<file path="config.mk">
export PLATFORM = sky130hd
export DESIGN_NAME = axi_eth_rx_dispatch
export DESIGN_NICKNAME = d
export VERILOG_FILES = /design/src/rtl/axi_eth_pkg.sv /design/src/rtl/axis_pipe_reg.sv /design/src/rtl/axi_eth_rx_dispatch.sv
export SDC_FILE = /design/constraint.sdc
export NUM_CORES = 1
export LEC_CHECK = 0
export CAP_MARGIN = 20
export CORE_AREA = 2 2 112 70
export DETAILED_ROUTE_END_ITERATION = 8
export DIE_AREA = 0 0 114 72
export GPL_ROUTABILITY_DRIVEN = 0
export PLACE_DENSITY = 0.89
export SYNTH_ARGS = -nofsm -noshare
export SYNTH_HDL_FRONTEND = slang
export SYNTH_SLANG_ARGS = --single-unit
export TNS_END_PERCENT = 1
</file>
<file path="constraint.sdc">
create_clock -name clk -period 5.2 [get_ports clk]
set_input_delay 1.04 -clock clk [delete_from_list [all_inputs] [get_ports clk]]
set_output_delay 1.04 -clock clk [all_outputs]
set_load 0.02 [all_outputs]
</file>
<file path="src/rtl/axi_eth_pkg.sv">
// Shared constants, state/destination enums and the output beat payload for the
// Ethernet RX dispatcher (single-tag VLAN support selected by AXI_ETH_RX_VLAN_EN).
package axi_eth_pkg;

    localparam logic [15:0] ETHERTYPE_ARP  = 16'h0806;
    localparam logic [15:0] ETHERTYPE_IPV4 = 16'h0800;
    localparam logic [15:0] ETHERTYPE_VLAN = 16'h8100;
    localparam int unsigned ETH_HDR_LEN    = 14;
    localparam int unsigned VLAN_TAG_LEN   = 4;
    localparam int unsigned HDR_IDX_W      = 5;

    typedef enum logic [1:0] {HDR, FWD, DROP} state_e;
    typedef enum logic {DEST_ARP, DEST_IP} dest_e;

    typedef struct packed {
        logic [7:0] data;
        logic       last;
        dest_e      dest;
    } axis_beat_t;

    // Byte idx (0 = first on the wire) of a 48-bit MAC address.
    function automatic logic [7:0] mac_byte(input logic [47:0] mac, input logic [2:0] idx);
        case (idx)
            3'd0:    return mac[47:40];
            3'd1:    return mac[39:32];
            3'd2:    return mac[31:24];
            3'd3:    return mac[23:16];
            3'd4:    return mac[15:8];
            default: return mac[7:0];
        endcase
    endfunction

endpackage

</file>
<file path="src/rtl/axis_pipe_reg.sv">
// One-entry AXI-Stream register; the dest sideband selects which sink drains it.
module axis_pipe_reg
    import axi_eth_pkg::*;
(
    input  logic       clk,
    input  logic       rst_n,
    input  logic       load_i,
    input  axis_beat_t beat_i,
    input  logic       arp_ready_i,
    input  logic       ip_ready_i,
    output logic       can_load_c_o,
    output logic       valid_o,
    output axis_beat_t beat_o
);

    logic       valid_q, valid_d;
    axis_beat_t beat_q, beat_d;
    logic       sel_ready_c;

    assign sel_ready_c  = (beat_q.dest == DEST_ARP) ? arp_ready_i : ip_ready_i;
    assign can_load_c_o = ~valid_q | sel_ready_c;
    assign valid_o      = valid_q;
    assign beat_o       = beat_q;

    // A load in the same cycle as a drain keeps the register full.
    always_comb begin
        valid_d = valid_q;
        beat_d  = beat_q;
        if (load_i) begin
            valid_d = 1'b1;
            beat_d  = beat_i;
        end else if (valid_q && sel_ready_c) begin
            valid_d = 1'b0;
        end
    end

    always_ff @(posedge clk or negedge rst_n) begin
        if (!rst_n) begin
            valid_q <= 1'b0;
            beat_q  <= '0;
        end else begin
            valid_q <= valid_d;
            beat_q  <= beat_d;
        end
    end

endmodule

</file>
<file path="src/rtl/axi_eth_rx_dispatch.sv">
// Ethernet RX front-end: strips the MAC header, filters on destination MAC and steers
// ARP / IPv4 payloads to their streams. Define AXI_ETH_RX_VLAN_EN to accept one 802.1Q tag.
module axi_eth_rx_dispatch
    import axi_eth_pkg::*;
#(
    parameter logic [23:0] MAC_MSB = 24'h010203,
    parameter logic [23:0] MAC_LSB = 24'h040506,
    parameter int unsigned CNT_W   = 16
) (
    input  logic             clk,
    input  logic             aresetn,
    input  logic             s_axis_tvalid,
    input  logic [7:0]       s_axis_tdata,
    input  logic             s_axis_tlast,
    output logic             s_axis_tready,
    output logic             m_axis_arp_tvalid,
    output logic [7:0]       m_axis_arp_tdata,
    output logic             m_axis_arp_tlast,
    input  logic             m_axis_arp_tready,
    output logic             m_axis_ip_tvalid,
    output logic [7:0]       m_axis_ip_tdata,
    output logic             m_axis_ip_tlast,
    input  logic             m_axis_ip_tready,
    output logic [CNT_W-1:0] rx_arp_cnt,
    output logic [CNT_W-1:0] rx_ip_cnt,
    output logic [CNT_W-1:0] rx_drop_cnt
);

    localparam logic [47:0] OWN_MAC = {MAC_MSB, MAC_LSB};
    localparam logic [HDR_IDX_W-1:0] IDX_MAC_END    = HDR_IDX_W'(6);
    localparam logic [HDR_IDX_W-1:0] IDX_ET_HI      = HDR_IDX_W'(ETH_HDR_LEN - 2);
    localparam logic [HDR_IDX_W-1:0] IDX_ET_LO      = HDR_IDX_W'(ETH_HDR_LEN - 1);
    localparam logic [HDR_IDX_W-1:0] IDX_VLAN_ET_HI = HDR_IDX_W'(ETH_HDR_LEN + VLAN_TAG_LEN - 2);
    localparam logic [HDR_IDX_W-1:0] IDX_VLAN_ET_LO = HDR_IDX_W'(ETH_HDR_LEN + VLAN_TAG_LEN - 1);

    state_e               state_q, state_d;
    logic [HDR_IDX_W-1:0] idx_q, idx_d;
    logic                 own_q, own_d, bc_q, bc_d, vlan_q, vlan_d;
    logic [7:0]           et_hi_q, et_hi_d;
    dest_e                dest_q, dest_d;
    logic [CNT_W-1:0]     arp_cnt_q, ip_cnt_q, drop_cnt_q;

    logic                 xfer_c, ready_c, load_c, can_load_c, out_valid;
    logic                 mac_hit_c, mac_bc_c, mac_ok_c, is_tag_c;
    logic                 arp_inc_c, ip_inc_c, drop_inc_c;
    logic [15:0]          ethertype_c;
    logic [HDR_IDX_W-1:0] hdr_end_c;
    axis_beat_t           beat_in_c, beat_out;

    assign s_axis_tready = aresetn & ready_c;
    assign xfer_c        = s_axis_tvalid & s_axis_tready;
    assign ethertype_c   = {et_hi_q, s_axis_tdata};
    assign hdr_end_c     = vlan_q ? IDX_VLAN_ET_LO : IDX_ET_LO;
    assign mac_hit_c     = (s_axis_tdata == mac_byte(OWN_MAC, idx_q[2:0]));
    assign mac_bc_c      = (s_axis_tdata == 8'hff);
    assign mac_ok_c      = own_q | bc_q;
    assign beat_in_c     = {s_axis_tdata, s_axis_tlast, dest_q};

`ifdef AXI_ETH_RX_VLAN_EN
    assign is_tag_c = ~vlan_q & (ethertype_c == ETHERTYPE_VLAN);
`else
    assign is_tag_c = 1'b0;
`endif

    // Header parse, steering decision and per-frame accounting.
    always_comb begin
        state_d    = state_q;
        idx_d      = idx_q;
        own_d      = own_q;
        bc_d       = bc_q;
        vlan_d     = vlan_q;
        et_hi_d    = et_hi_q;
        dest_d     = dest_q;
        ready_c    = 1'b1;
        load_c     = 1'b0;
        arp_inc_c  = 1'b0;
        ip_inc_c   = 1'b0;
        drop_inc_c = 1'b0;
        case (state_q)
            HDR: begin
                if (xfer_c) begin
                    idx_d = idx_q + HDR_IDX_W'(1);
                    if (idx_q == '0) begin
                        own_d = mac_hit_c;
                        bc_d  = mac_bc_c;
                    end else if (idx_q < IDX_MAC_END) begin
                        own_d = own_q & mac_hit_c;
                        bc_d  = bc_q & mac_bc_c;
                    end
                    if (idx_q == IDX_ET_HI || idx_q == IDX_VLAN_ET_HI) et_hi_d = s_axis_tdata;
                    if (s_axis_tlast) begin
                        drop_inc_c = 1'b1;
                        idx_d      = '0;
                        vlan_d     = 1'b0;
                    end else if (idx_q == hdr_end_c) begin
                        if (is_tag_c) begin
                            vlan_d = 1'b1;
                        end else begin
                            idx_d  = '0;
                            vlan_d = 1'b0;
                            if (mac_ok_c && ethertype_c == ETHERTYPE_ARP) begin
                                state_d = FWD;
                                dest_d  = DEST_ARP;
                            end else if (mac_ok_c && ethertype_c == ETHERTYPE_IPV4) begin
                                state_d = FWD;
                                dest_d  = DEST_IP;
                            end else begin
                                state_d    = DROP;
                                drop_inc_c = 1'b1;
                            end
                        end
                    end
                end
            end
            FWD: begin
                ready_c = can_load_c;
                if (xfer_c) begin
                    load_c = 1'b1;
                    if (s_axis_tlast) begin
                        state_d   = HDR;
                        idx_d     = '0;
                        arp_inc_c = (dest_q == DEST_ARP);
                        ip_inc_c  = (dest_q == DEST_IP);
                    end
                end
            end
            DROP: begin
                if (xfer_c && s_axis_tlast) begin
                    state_d = HDR;
                    idx_d   = '0;
                end
            end
            default: state_d = HDR;
        endcase
    end

    always_ff @(posedge clk or negedge aresetn) begin
        if (!aresetn) begin
            state_q    <= HDR;
            idx_q      <= '0;
            own_q      <= 1'b0;
            bc_q       <= 1'b0;
            vlan_q     <= 1'b0;
            et_hi_q    <= '0;
            dest_q     <= DEST_ARP;
            arp_cnt_q  <= '0;
            ip_cnt_q   <= '0;
            drop_cnt_q <= '0;
        end else begin
            state_q <= state_d;
            idx_q   <= idx_d;
            own_q   <= own_d;
            bc_q    <= bc_d;
            vlan_q  <= vlan_d;
            et_hi_q <= et_hi_d;
            dest_q  <= dest_d;
            if (arp_inc_c)  arp_cnt_q  <= arp_cnt_q + CNT_W'(1);
            if (ip_inc_c)   ip_cnt_q   <= ip_cnt_q + CNT_W'(1);
            if (drop_inc_c) drop_cnt_q <= drop_cnt_q + CNT_W'(1);
        end
    end

    axis_pipe_reg u_out_reg (
        .clk          (clk),
        .rst_n        (aresetn),
        .load_i       (load_c),
        .beat_i       (beat_in_c),
        .arp_ready_i  (m_axis_arp_tready),
        .ip_ready_i   (m_axis_ip_tready),
        .can_load_c_o (can_load_c),
        .valid_o      (out_valid),
        .beat_o       (beat_out)
    );

    assign m_axis_arp_tvalid = out_valid & (beat_out.dest == DEST_ARP);
    assign m_axis_ip_tvalid  = out_valid & (beat_out.dest == DEST_IP);
    assign m_axis_arp_tdata  = beat_out.data;
    assign m_axis_ip_tdata   = beat_out.data;
    assign m_axis_arp_tlast  = beat_out.last;
    assign m_axis_ip_tlast   = beat_out.last;
    assign rx_arp_cnt        = arp_cnt_q;
    assign rx_ip_cnt         = ip_cnt_q;
    assign rx_drop_cnt       = drop_cnt_q;

endmodule

</file>
==> summary.md <==
| Metric | Value |
|---|---|
| Max clock buf depth | 2 |
| Maxcap violations | 0 |
| Reg-to-Reg End | rx_drop_cnt[14]$_DFFE_PN0P_ |
| Register Area | 0.00193 mm^2 |
| Final #Nets | 445 |
| Core ar. | 0.00715 mm^2 |
| Seq/Total Area, Yosys | 49.8% |
| Asr flop ratio synth | 100% |
| Avg Vias per Cell | 5.55 |
| Net Sw Power | 0.580 mW |
| Synth area leaders | dfrtp_1 (50%), xnor2_1 (9.5%), mux2_2 (5.8%) |
| Pre-CTS setup slack | 1.46 ns |
| Post-DRT Antenna Nets | 0 |
| Share of cells above drive strength 1 | 12.0% |
| Hpwl dp | 6030 um |
| Final period util | 72.2% |
| Max Clk Rate | 266 MHz |
| Clock Latency Late Sink | 0.33 ns |
| Clock share of power | 34.7% |
| TNS Setup | 0 ns |
| Final WL | 8240 um |
| Syn_nets | 375 |
| Number of global-route vias before repair | 2771 |
| Net Sw Frac | 30.0% |
| Pins Over Slew Limit | 0 |
| Via count | 2863 |
| Placed instance count | 500 |
| Post-route insts no fill | 516 |
| Hold Crit Class | flop to flop |
| Outcome | complete, no violations |
| Multi-input logic area | 0.00174 mm^2 |
| 1st-pass router iterations | 4 |
| Worst Hold End | rx_ip_cnt[15]$_DFFE_PN0P_ |
| Total power | 1.93 mW |
| Initial core utilization | 54.2% |
| Gr usage total | 21.7% |
| Placed Area | 0.00465 mm^2 |
| Top-Level Pins | 83 |
| CTS resizes | 0 |
| Max H-tree Level | 3 |
| Hold path depth | 1 |
| CTS Hold Bufs | 0 |
| Seq cells post-synth | 77 |
| Mapped Cells | 350 |
| Power Density | 389 mW/mm^2 |
| # fillers | 526 |
| Hold_sp | rx_ip_cnt[15]$_DFFE_PN0P_ |
| Reg clk slew, reported paths | 0.06 ns |
| Wirelength per Cell | 16.0 um |
| Iter 0 DRT Violations | 157 |
| RSZ-0062 raised after global routing | false |
| CP Class | primary input to output pin |
| Root Buffer | clkbuf_16 |
| Flop2flop setup slack | 2.84 ns |
| CP Max Fanout | 5 |
| Number of port buffers | 82 |
| Initial antenna violation count | 0 |
| Die area | 0.00821 mm^2 |
| Setup WS post-layout | 1.44 ns |
| Rel. slew slack | 37.9% |
| Static Leakage | 2.19 nW |
| Rows | 24 |
| Reg power frac | 39.2% |
| Worst R2R Path Depth | 7 |
| Internal | 1.35 mW |
| Die Y | 72 um |
| # clock sinks | 77 |
| Comb pwr share | 26.1% |
| Die W | 114 um |
| Crit path time final | 3.76 ns |
| Yosys top cell by area | dfrtp_1 |
| Setup crit start kind | primary input |
| Setup Buffers After CTS | 0 |
| Layout area overhead | 28.6% |
| CTS tree | done |
| Final Hold Viols | 0 |
| Max Clock Skew | 0.00828 ns |
| Synthesized area per cell | 11.1 um^2 |
| Data required, critical path | 4.16 ns |
| Yosys cell types | 46 |
| Mapped Area | 0.00387 mm^2 |
| First-pass GRT wire length | 13700 um |
| DRC viols | 0 |
| WP data arrival | 2.72 ns |
| Gr ovfl total | 0 |
| # diodes | 0 |
| Reg2reg start | state_q[1]$_DFFE_PN0P_ |
| Post-synth EDFFs | 0 |
| Endpoints failing setup | 0 |
| Post-route cell area | 0.00498 mm^2 |
| Num CTS Buffers | 9 |
| Kind of end point of the critical path | output pin |
| Post-synth top area share | 49.8% |
| Primary FF master, synth | dfrtp_1 |
| Ys Warns | 0 |
| Largest net degree at the start of global routing | 77 |
| Peak supply drop | 0.300 mV |
| Tightest Pin Transition | 0.931 ns |
==> per-stage QoR <==
stage	hold WS [ns]	util, %
after floorplan	0.458	-
after global placement	0.460	65.1
after detailed placement	0.466	65.1
after CTS	0.475	69.7
after global routing	0.490	69.7
final	0.471	69.7
==> per-layer routing <==
| metal | vias to the layer above | GRT usage [%] | share of wire [%] |
|---|---|---|---|
| met5 | - | 0 | 0 |
| met4 | 0 | 5.15 | 1.0 |
| met1 | 1410 | 29.7 | 47 |
| met2 | 82 | 34.1 | 46 |
| met3 | 10 | 7.02 | 5.2 |
| li1 | 1361 | - | - |
==> state kept, by name, indices dropped and copies added (netlist names) <==
signal and flops:
bc_q 1, dest_q 1, et_hi_q 8, idx_q 5, own_q 1, rx_arp_cnt 16
rx_drop_cnt 16, rx_ip_cnt 16, state_q 2, u_out_reg.beat_o 10, u_out_reg.valid_o 1
==> synth_stat cells (all sizes together) (2+ instances only) <==
cell,instances
nand4,21
xor2,7
o22a,2
and2,5
dfrtp,77
nor3,6
buf,18
nand2,30
o21ai,3
clkbuf,7
and3,8
inv,12
nand3,23
xnor2,42
nor3b,2
mux2i,3
o2bb2ai,3
nor2,15
a21oi,6
ha,11
and4,6
nor4,2
o22ai,3
mux2,20
o2111ai,2
==> cell usage in the layout, fill, tap and decap left out, drive strengths merged, types with 2 or more instances in the layout <==
master / n
nand3: 23
nor2: 15
and3: 8
nand4: 21
clkdlybuf4s50: 81
mux2i: 3
xor2: 7
nor3b: 2
a21oi: 6
dfrtp: 77
buf: 3
o21ai: 3
and2: 5
inv: 13
o22ai: 3
ha: 11
nor4: 2
o22a: 2
and4: 6
nand2: 30
clkbuf: 11
o2bb2ai: 3
xnor2: 42
mux2: 20
bufinv: 2
o2111ai: 2
nor3: 6
==> power by group through the flow <==
stage / Sequential [mW] / Clock, mW / Combinational [mW]
finish: 0.758 / 0.671 / 0.505
global route: 0.770 / 0.713 / 0.544
CTS: 0.758 / 0.681 / 0.510
detailed placement: 0.767 / 0 / 0.506
global placement: 0.764 / 0 / 0.491
floorplan: 0.773 / 0 / 0.338
==> how the worst max path moves through the flow <==
stage	from	endpoint	slack [ns]	depth (start not counted)
final	m_axis_ip_tready	s_axis_tready	1.44	5
after floorplan	s_axis_tdata[4]	rx_drop_cnt[14]$_DFFE_PN0P_	2.45	5
after detailed placement	m_axis_ip_tready	s_axis_tready	1.46	5
after CTS	m_axis_ip_tready	s_axis_tready	1.45	5
after global placement	m_axis_ip_tready	s_axis_tready	1.52	5
after global routing	m_axis_ip_tready	s_axis_tready	1.34	5
==> area by class of cell <==
class	instances	area share, %
Timing Repair Buffer	84	16.7
Sequential cell	77	38.7
Clock buffer	11	4.88
Tap cell	91	2.29
Multi-Input combinational cell	236	34.9
Inverter	12	0.905
Clock inverter	5	1.63
==> kinds of logic (layout without fill, tap and decap cells) <==
kind of cell    after synthesis  after routing  share of synthesized area, %
compound gates               28             28                          5.43
xor+xnor                     49             49                          11.1
fa+ha+maj                    11             11                          3.55
buf+inv                      37            112                          5.43
flops                        77             77                          49.8
mux                          23             23                          6.59
simple gates                125            125                          18.2
==> critical path, cell delays in order <==
cell and delay (ns):
clkdlybuf4s50_1 0.40, mux2i_1 0.34, nand2_1 0.20, and2_1 0.20, clkdlybuf4s50_1 0.53
No activity file was read; power rests on OpenSTA's default activity.
